[src/rtl/pps_marker_generator_if.sv]
// pps_marker_generator_if
// Purpose: bundles the CSR access and PPS signals of pps_marker_generator
// so a CSR master (or testbench) and the generator share one connection.
// Signals:
//   csrStrobe     one-cycle CSR write strobe
//   GPIO_OUT      CSR write data (bit31 enable, bit30 resync, bit29 clear lockLost)
//   status        {enabled, armed, locked, lockLost, seconds[27:0]}
//   ppsMarker     generated 1 Hz marker, registered
//   ppsExternal_a asynchronous external PPS input
// Modports: master drives the CSR write and external PPS; slave is the generator.
interface pps_marker_generator_if;
   logic        csrStrobe;
   logic [31:0] GPIO_OUT;
   logic [31:0] status;
   logic        ppsMarker;
   logic        ppsExternal_a;

   modport master (
      output csrStrobe,
      output GPIO_OUT,
      output ppsExternal_a,
      input  status,
      input  ppsMarker
   );

   modport slave (
      input  csrStrobe,
      input  GPIO_OUT,
      input  ppsExternal_a,
      output status,
      output ppsMarker
   );
endinterface

[src/rtl/pps_marker_generator.sv]
// pps_marker_generator
// Purpose: free-running 1 Hz acquisition marker. On a CSR resync request it
// phase-aligns its tick counter to an external PPS edge, then monitors that
// source and reports loss of lock.
// Ports:
//   clk    system clock, everything is synchronous to it
//   rst_n  synchronous active-low reset
//   bus    pps_marker_generator_if.slave: csrStrobe, GPIO_OUT, status,
//          ppsMarker, ppsExternal_a
module pps_marker_generator #(
   parameter int CLK_RATE    = 100000000,
   parameter int PULSE_TICKS = 10000000,
   parameter int TOLERANCE   = 100
) (
   input logic                   clk,
   input logic                   rst_n,
   pps_marker_generator_if.slave bus
);

   localparam int ALIGN_TICK  = 2;
   localparam int TICK_W      = $clog2(CLK_RATE);
   localparam int ARM_RELOAD  = 2 * CLK_RATE;
   localparam int ARM_W       = $clog2(ARM_RELOAD) + 1;
   localparam int LOCK_RELOAD = (CLK_RATE / 10) * 11;
   localparam int LOCK_W      = $clog2(LOCK_RELOAD) + 1;

   localparam logic [TICK_W-1:0] TICK_LAST    = TICK_W'(CLK_RATE - 1);
   localparam logic [TICK_W-1:0] TICK_ONE     = TICK_W'(1);
   localparam logic [TICK_W-1:0] TICK_PULSE   = TICK_W'(PULSE_TICKS);
   localparam logic [TICK_W-1:0] TICK_ALIGN   = TICK_W'(ALIGN_TICK);
   localparam logic [TICK_W-1:0] TICK_ALIGNED = TICK_W'(ALIGN_TICK + 1);
   localparam logic [TICK_W-1:0] ERR_WRAP     = TICK_W'(CLK_RATE - ALIGN_TICK);
   localparam logic [TICK_W-1:0] TOL_LOW      = TICK_W'(TOLERANCE);
   localparam logic [TICK_W-1:0] TOL_HIGH     = TICK_W'(CLK_RATE - TOLERANCE);
   localparam logic [ARM_W-1:0]  ARM_LAST     = ARM_W'(ARM_RELOAD - 1);
   localparam logic [ARM_W-1:0]  ARM_ONE      = ARM_W'(1);
   localparam logic [LOCK_W-1:0] LOCK_LAST    = LOCK_W'(LOCK_RELOAD - 1);
   localparam logic [LOCK_W-1:0] LOCK_ONE     = LOCK_W'(1);

   typedef enum logic [1:0] {
      DISABLED = 2'd0,
      RUN      = 2'd1,
      ARMED    = 2'd2
   } state_t;

   state_t              state, state_next;
   logic [TICK_W-1:0]   tick, tick_next;
   logic [27:0]         seconds, seconds_next;
   logic                locked, locked_next;
   logic                lock_lost, lock_lost_next;
   logic [ARM_W-1:0]    arm_cnt, arm_cnt_next;
   logic [LOCK_W-1:0]   lock_cnt, lock_cnt_next;
   logic                marker_next;

   logic                sync_m, sync_d0, sync_d1, ext_strobe;
   logic                enable_req, resync_req, clear_req;
   logic [TICK_W-1:0]   phase_err;
   logic                phase_ok;

   logic                unused_gpio_bits;

   assign enable_req       = bus.GPIO_OUT[31];
   assign resync_req       = bus.GPIO_OUT[30];
   assign clear_req        = bus.GPIO_OUT[29];
   assign unused_gpio_bits = ^bus.GPIO_OUT[28:0];

   // Phase error of the external edge relative to the aligned position,
   // taken modulo the marker period so early edges land near CLK_RATE.
   assign phase_err = (tick >= TICK_ALIGN) ? (tick - TICK_ALIGN) : (tick + ERR_WRAP);
   assign phase_ok  = (phase_err <= TOL_LOW) || (phase_err >= TOL_HIGH);

   // Three-flop synchronizer plus rising-edge detect on the external PPS.
   always_ff @(posedge clk) begin
      if (!rst_n) begin
         sync_m     <= 1'b0;
         sync_d0    <= 1'b0;
         sync_d1    <= 1'b0;
         ext_strobe <= 1'b0;
      end else begin
         sync_m     <= bus.ppsExternal_a;
         sync_d0    <= sync_m;
         sync_d1    <= sync_d0;
         ext_strobe <= sync_d0 & ~sync_d1;
      end
   end

   // State and counter registers.
   always_ff @(posedge clk) begin
      if (!rst_n) begin
         state         <= DISABLED;
         tick          <= '0;
         seconds       <= '0;
         locked        <= 1'b0;
         lock_lost     <= 1'b0;
         arm_cnt       <= '0;
         lock_cnt      <= '0;
         bus.ppsMarker <= 1'b0;
      end else begin
         state         <= state_next;
         tick          <= tick_next;
         seconds       <= seconds_next;
         locked        <= locked_next;
         lock_lost     <= lock_lost_next;
         arm_cnt       <= arm_cnt_next;
         lock_cnt      <= lock_cnt_next;
         bus.ppsMarker <= marker_next;
      end
   end

   // Next-state logic. A CSR write takes priority over everything driven by
   // the external PPS: its strobe is discarded and both watchdogs hold for
   // that cycle. A wrap on the aligning cycle still counts as a second.
   always_comb begin
      state_next     = state;
      tick_next      = tick;
      seconds_next   = seconds;
      locked_next    = locked;
      lock_lost_next = lock_lost;
      arm_cnt_next   = arm_cnt;
      lock_cnt_next  = lock_cnt;
      marker_next    = (state != DISABLED) && (tick < TICK_PULSE);

      if (state != DISABLED) begin
         if (tick == TICK_LAST) begin
            tick_next    = '0;
            seconds_next = seconds + 28'd1;
         end else begin
            tick_next = tick + TICK_ONE;
         end
      end

      if (bus.csrStrobe) begin
         if (clear_req) begin
            lock_lost_next = 1'b0;
         end
         if (!enable_req) begin
            state_next  = DISABLED;
            tick_next   = '0;
            locked_next = 1'b0;
            marker_next = 1'b0;
         end else if (resync_req) begin
            state_next   = ARMED;
            locked_next  = 1'b0;
            arm_cnt_next = ARM_LAST;
            if (state == DISABLED) begin
               tick_next = '0;
            end
         end else if (state == DISABLED) begin
            state_next = RUN;
            tick_next  = '0;
         end
      end else begin
         case (state)
            ARMED: begin
               if (ext_strobe) begin
                  state_next    = RUN;
                  tick_next     = TICK_ALIGNED;
                  locked_next   = 1'b1;
                  lock_cnt_next = LOCK_LAST;
               end else if (arm_cnt == '0) begin
                  state_next = RUN;
               end else begin
                  arm_cnt_next = arm_cnt - ARM_ONE;
               end
            end
            RUN: begin
               if (locked) begin
                  if (ext_strobe) begin
                     if (phase_ok) begin
                        lock_cnt_next = LOCK_LAST;
                     end else begin
                        locked_next    = 1'b0;
                        lock_lost_next = 1'b1;
                     end
                  end else if (lock_cnt == '0) begin
                     locked_next    = 1'b0;
                     lock_lost_next = 1'b1;
                  end else begin
                     lock_cnt_next = lock_cnt - LOCK_ONE;
                  end
               end
            end
            default: begin
            end
         endcase
      end
   end

   // Status snapshot, one cycle behind the internal state.
   always_ff @(posedge clk) begin
      if (!rst_n) begin
         bus.status <= '0;
      end else begin
         bus.status <= {state != DISABLED, state == ARMED, locked, lock_lost, seconds};
      end
   end

endmodule

[src/flat_wrapper.sv]
// flat-port wrapper written by rule: the top's interface ports become plain ports
module pps_marker_generator_flat 
#(
   parameter int CLK_RATE    = 100000000,
   parameter int PULSE_TICKS = 10000000,
   parameter int TOLERANCE   = 100
)
  (clk, rst_n, bus_csrStrobe, bus_GPIO_OUT, bus_ppsExternal_a, bus_status, bus_ppsMarker);
  pps_marker_generator_if bus_i ();
  input logic clk;
  input logic rst_n;
  input wire logic [$bits(bus_i.csrStrobe)-1:0] bus_csrStrobe;
  input wire logic [$bits(bus_i.GPIO_OUT)-1:0] bus_GPIO_OUT;
  input wire logic [$bits(bus_i.ppsExternal_a)-1:0] bus_ppsExternal_a;
  output wire logic [$bits(bus_i.status)-1:0] bus_status;
  output wire logic [$bits(bus_i.ppsMarker)-1:0] bus_ppsMarker;
  assign bus_i.csrStrobe = bus_csrStrobe;
  assign bus_i.GPIO_OUT = bus_GPIO_OUT;
  assign bus_i.ppsExternal_a = bus_ppsExternal_a;
  assign bus_status = bus_i.status;
  assign bus_ppsMarker = bus_i.ppsMarker;
  pps_marker_generator #(.CLK_RATE(CLK_RATE), .PULSE_TICKS(PULSE_TICKS), .TOLERANCE(TOLERANCE)) u_core (.clk(clk), .rst_n(rst_n), .bus(bus_i));
endmodule
[config.mk]
export PLATFORM = sky130hd
export DESIGN_NAME = pps_marker_generator_flat
export DESIGN_NICKNAME = d
export VERILOG_FILES = /design/src/rtl/pps_marker_generator_if.sv /design/src/rtl/pps_marker_generator.sv /design/src/flat_wrapper.sv
export SDC_FILE = /design/constraint.sdc
export NUM_CORES = 1
export LEC_CHECK = 0
export ABC_AREA = 1
export BUFFER_PORTS_ARGS = -buffer_cell sky130_fd_sc_hd__buf_2
export CORE_ASPECT_RATIO = 1.1
export CORE_MARGIN = 2
export CORE_UTILIZATION = 30
export DETAILED_ROUTE_END_ITERATION = 6
export PLACE_DENSITY = 0.44
export SYNTH_ARGS = -nofsm -noshare
export SYNTH_HDL_FRONTEND = slang
export SYNTH_SLANG_ARGS = --single-unit
[constraint.sdc]
create_clock -name clk -period 2.2 [get_ports clk]
set_clock_uncertainty 0.1 [all_clocks]
set_input_delay 0.22 -clock clk [delete_from_list [all_inputs] [get_ports clk]]
set_output_delay 0.22 -clock clk [all_outputs]
set_load 0.005 [all_outputs]
==> flow_metrics.tcl <==
set metrics [dict create \
    timing.rr.start "u_core.tick[2]$_SDFF_PN0_" \
    tightest_slew_ns 0.7659 \
    relSlewSlack_pct 48.94 \
    place_ws_ns -0.4848 \
    ir_drop_mv 0.4945 \
    synth_top_area_share_pct 34.62 \
    cts_num_sinks 153 \
    violations "setup timing" \
    grt_overflow 0 \
    crit_end "u_core.lock_cnt[13]$_SDFFE_PN0P_" \
    clk_pin_slew_ns 0.07 \
    syn_area_mm2 0.008847 \
    clock_latency_ns 0.44 \
    maxCapViolCount 0 \
    drt_iter0_drc 448 \
    final.min_clock_period_ns 2.577 \
    hold_violations 0 \
    synth_commonest_cells "nand2_1 (336), nor2_1 (219), inv_1 (178), dfxtp_1 (153), a21oi_1 (71)" \
    syn_nets 1428 \
    finalCritPeriodShare_pct 117.2 \
    wl_per_cell_um 14.09 \
    start_util_pct 30.64 \
    drt_wl_total_um 29030 \
    die_w_um 167.7 \
    gp_congestion 0.8477 \
    dp_hpwl_um 21240 \
    num_antenna_cells 0 \
    num-nets-final 1726 \
    drc 0 \
    maxSlewViolCount 0 \
    synth.avg_cell_area_um2 6.406 \
    final.fill_count 3005 \
    yosysWarnings 0 \
    placed_area_mm2 0.01120 \
    track_usage_pct 18.99 \
    vias 9729 \
    cp_max_fo 13 \
    critPathKind "reg2reg" \
    synth_edf_count 0 \
    die_y_um 184.1 \
    grt_pass1_wl_um 47400 \
    ant_nets 0 \
    setup_viol 47 \
    ys_types 49 \
    grt_start_max_net_pins 71 \
    port_buffers 39 \
    start_kind "flip-flop" \
    endpoint_kind "flip-flop" \
    post_drt_via_cell_ratio 4.723 \
    area_growth_pct 47.83 \
    cp-startpoint "u_core.tick[2]$_SDFF_PN0_" \
    critPathRequiredTime_ns 2.43 \
    cts_tree "yes" \
    cts_buffers 17 \
    root_buffer "clkbuf_16" \
    async_reset_ff_share_pct 0 \
    reg2reg_to "u_core.lock_cnt[13]$_SDFFE_PN0P_" \
    core_area_mm2 0.02887 \
    reg2reg_depth 19 \
    synth_largest_area_cell "dfxtp_1" \
    drive_gt1_share_pct 35.28 \
    fin_ws_ns -0.3774 \
    ys_seq_area_share_pct 34.62 \
    grt_antenna_before_repair 0 \
    timing.fmax_mhz 388.0 \
    synth_ff_type "dfxtp_1" \
    htree_num_levels 4 \
    p_per_area_mw_per_mm2 567.3 \
    status "complete, but fails checks" \
    ys_ff_latch 153 \
    first_pass_iters 5 \
    yosys-top-cells-area "dfxtp_1 (35%), nand2_1 (14%), nor2_1 (9.3%)" \
    rrSetupSlack_ns -0.38 \
    rsz0062_at_grt "yes" \
    grt_pass1_vias 9536 \
    pin_count 69 \
    worstPathArrival_ns 2.81 \
    fp.dieArea_mm2 0.03088 \
    core.rowCount 65 \
    synth_most_common_cell "nand2_1" \
    syn_inst 1381 \
    finish.instance_area_mm2 0.01308 \
    hold_class "in2reg" \
    cts_buffer_depth 2 \
    leakage_nw 6.348 \
]
==> logic make-up after synthesis <==
kind of cell | count (synthesis) | synth area share (%)
adders and majority gates | 11 | 1.556
buffers and inverters | 228 | 10.41
and+or+nand+nor | 803 | 40.42
AOI/OAI and AO/OA | 147 | 9.136
DFF | 153 | 34.62
xor gates and xnor gates | 39 | 3.861
==> final cells by class <==
cell class	instances	area (um^2)	share of cell area, %
clock buffer	18	429.2	3.281
sequential	153	3114	23.81
tap	368	460.4	3.521
multi-input combinational	1003	5794	44.30
inverter	186	710.7	5.434
timing repair buffer	318	2440	18.65
clock inverter	14	130.1	0.9949
==> power breakdown <==
part           internal, mW  total (mW)  switching [mW]
Combinational         0.695        1.62           0.926
Clock                  1.49        2.88            1.39
Sequential             2.85        2.92          0.0710
Total                  5.04        7.42            2.38
==> cells in the final DEF (no fill, tap or decap), types with 15 or more instances in the layout <==
cell and count:
nor3_1 26, nand2_4 20, inv_1 153, dfxtp_1 128
clkbuf_16 18, nand2_2 29, nor2_1 171, a21oi_2 15
o21ai_0 32, nand2_1 294, buf_2 39, xor2_1 22
nand4_1 65, buf_6 18, dfxtp_2 17, buf_4 254
nor2_4 34, nand3_1 57, a21oi_1 56, nor2_2 34
inv_2 25
==> worst max-delay path, cell delays in order, from the launching register on <==
cell and delay (ns):
dfxtp_4 0.37, inv_4 0.07, ha_4 0.12, nor3b_4 0.20
nand2_2 0.10, nor2_4 0.13, nand2_4 0.12, nand2_8 0.13
nand2_1 0.08, nand2_1 0.11, nor2_2 0.05, a21boi_1 0.11
nand2_1 0.08, nand2_2 0.09, nand3_4 0.12, nand3_4 0.17
buf_12 0.16, nand2_1 0.05, nand2_1 0.05, nor2_1 0.05
==> per-stage QoR <==
step / hold WS [ns] / TNS [ns] / total power [mW] / utilization [%] / instances
after floorplan: 0.2176 / -0.4107 / 3.862 / - / 1381
after global placement: 0.2735 / -23.72 / 4.434 / 38.79 / 1979
after detailed placement: 0.2814 / -24.74 / 4.442 / 38.79 / 1979
after CTS: 0.01799 / -11.58 / 7.394 / 43.04 / 2044
after global routing: 0.03681 / -20.29 / 7.814 / 45.30 / 2060
final: 0.01953 / -12.30 / 7.420 / 45.30 / 2060
==> layer usage <==
layer,global-route usage (%),wire [um]
met1,24.78,13910
met2,32.68,13800
met3,2.555,767
met4,5.774,543
met5,0,0
==> sequential cells by signal, indices dropped and copies added (netlist names), 2 cells and up <==
register	flops
u_core.seconds	28
u_core.state	2
u_core.arm_cnt	29
u_core.tick	27
u_core.lock_cnt	28
u_core.bus.status	32
==> timing repair <==
action / CTS / global route
endpoints found under the hold margin: 1 / 0
hold buffers: 1 / 0
pin swaps: 42 / 82
setup endpoints to repair: 93 / 103
gates resized for setup: 127 / 155
gates cloned: 3 / 2
buffers inserted: 30 / 15
==> worst min path at each step <==
stage / start / to / slack (ns) / cells after the start
finish: bus_GPIO_OUT[29] / u_core.lock_lost$_SDFFE_PN0P_ / 0.02 / 4
global route: bus_GPIO_OUT[29] / u_core.lock_lost$_SDFFE_PN0P_ / 0.04 / 4
CTS: bus_GPIO_OUT[29] / u_core.lock_lost$_SDFFE_PN0P_ / 0.02 / 4
detailed placement: u_core.sync_d1$_SDFF_PN0_ / u_core.ext_strobe$_SDFF_PN0_ / 0.28 / 1
global placement: u_core.sync_d1$_SDFF_PN0_ / u_core.ext_strobe$_SDFF_PN0_ / 0.27 / 1
floorplan: bus_ppsExternal_a / u_core.sync_m$_SDFF_PN0_ / 0.22 / 2
(Power assumes the default switching activity.)
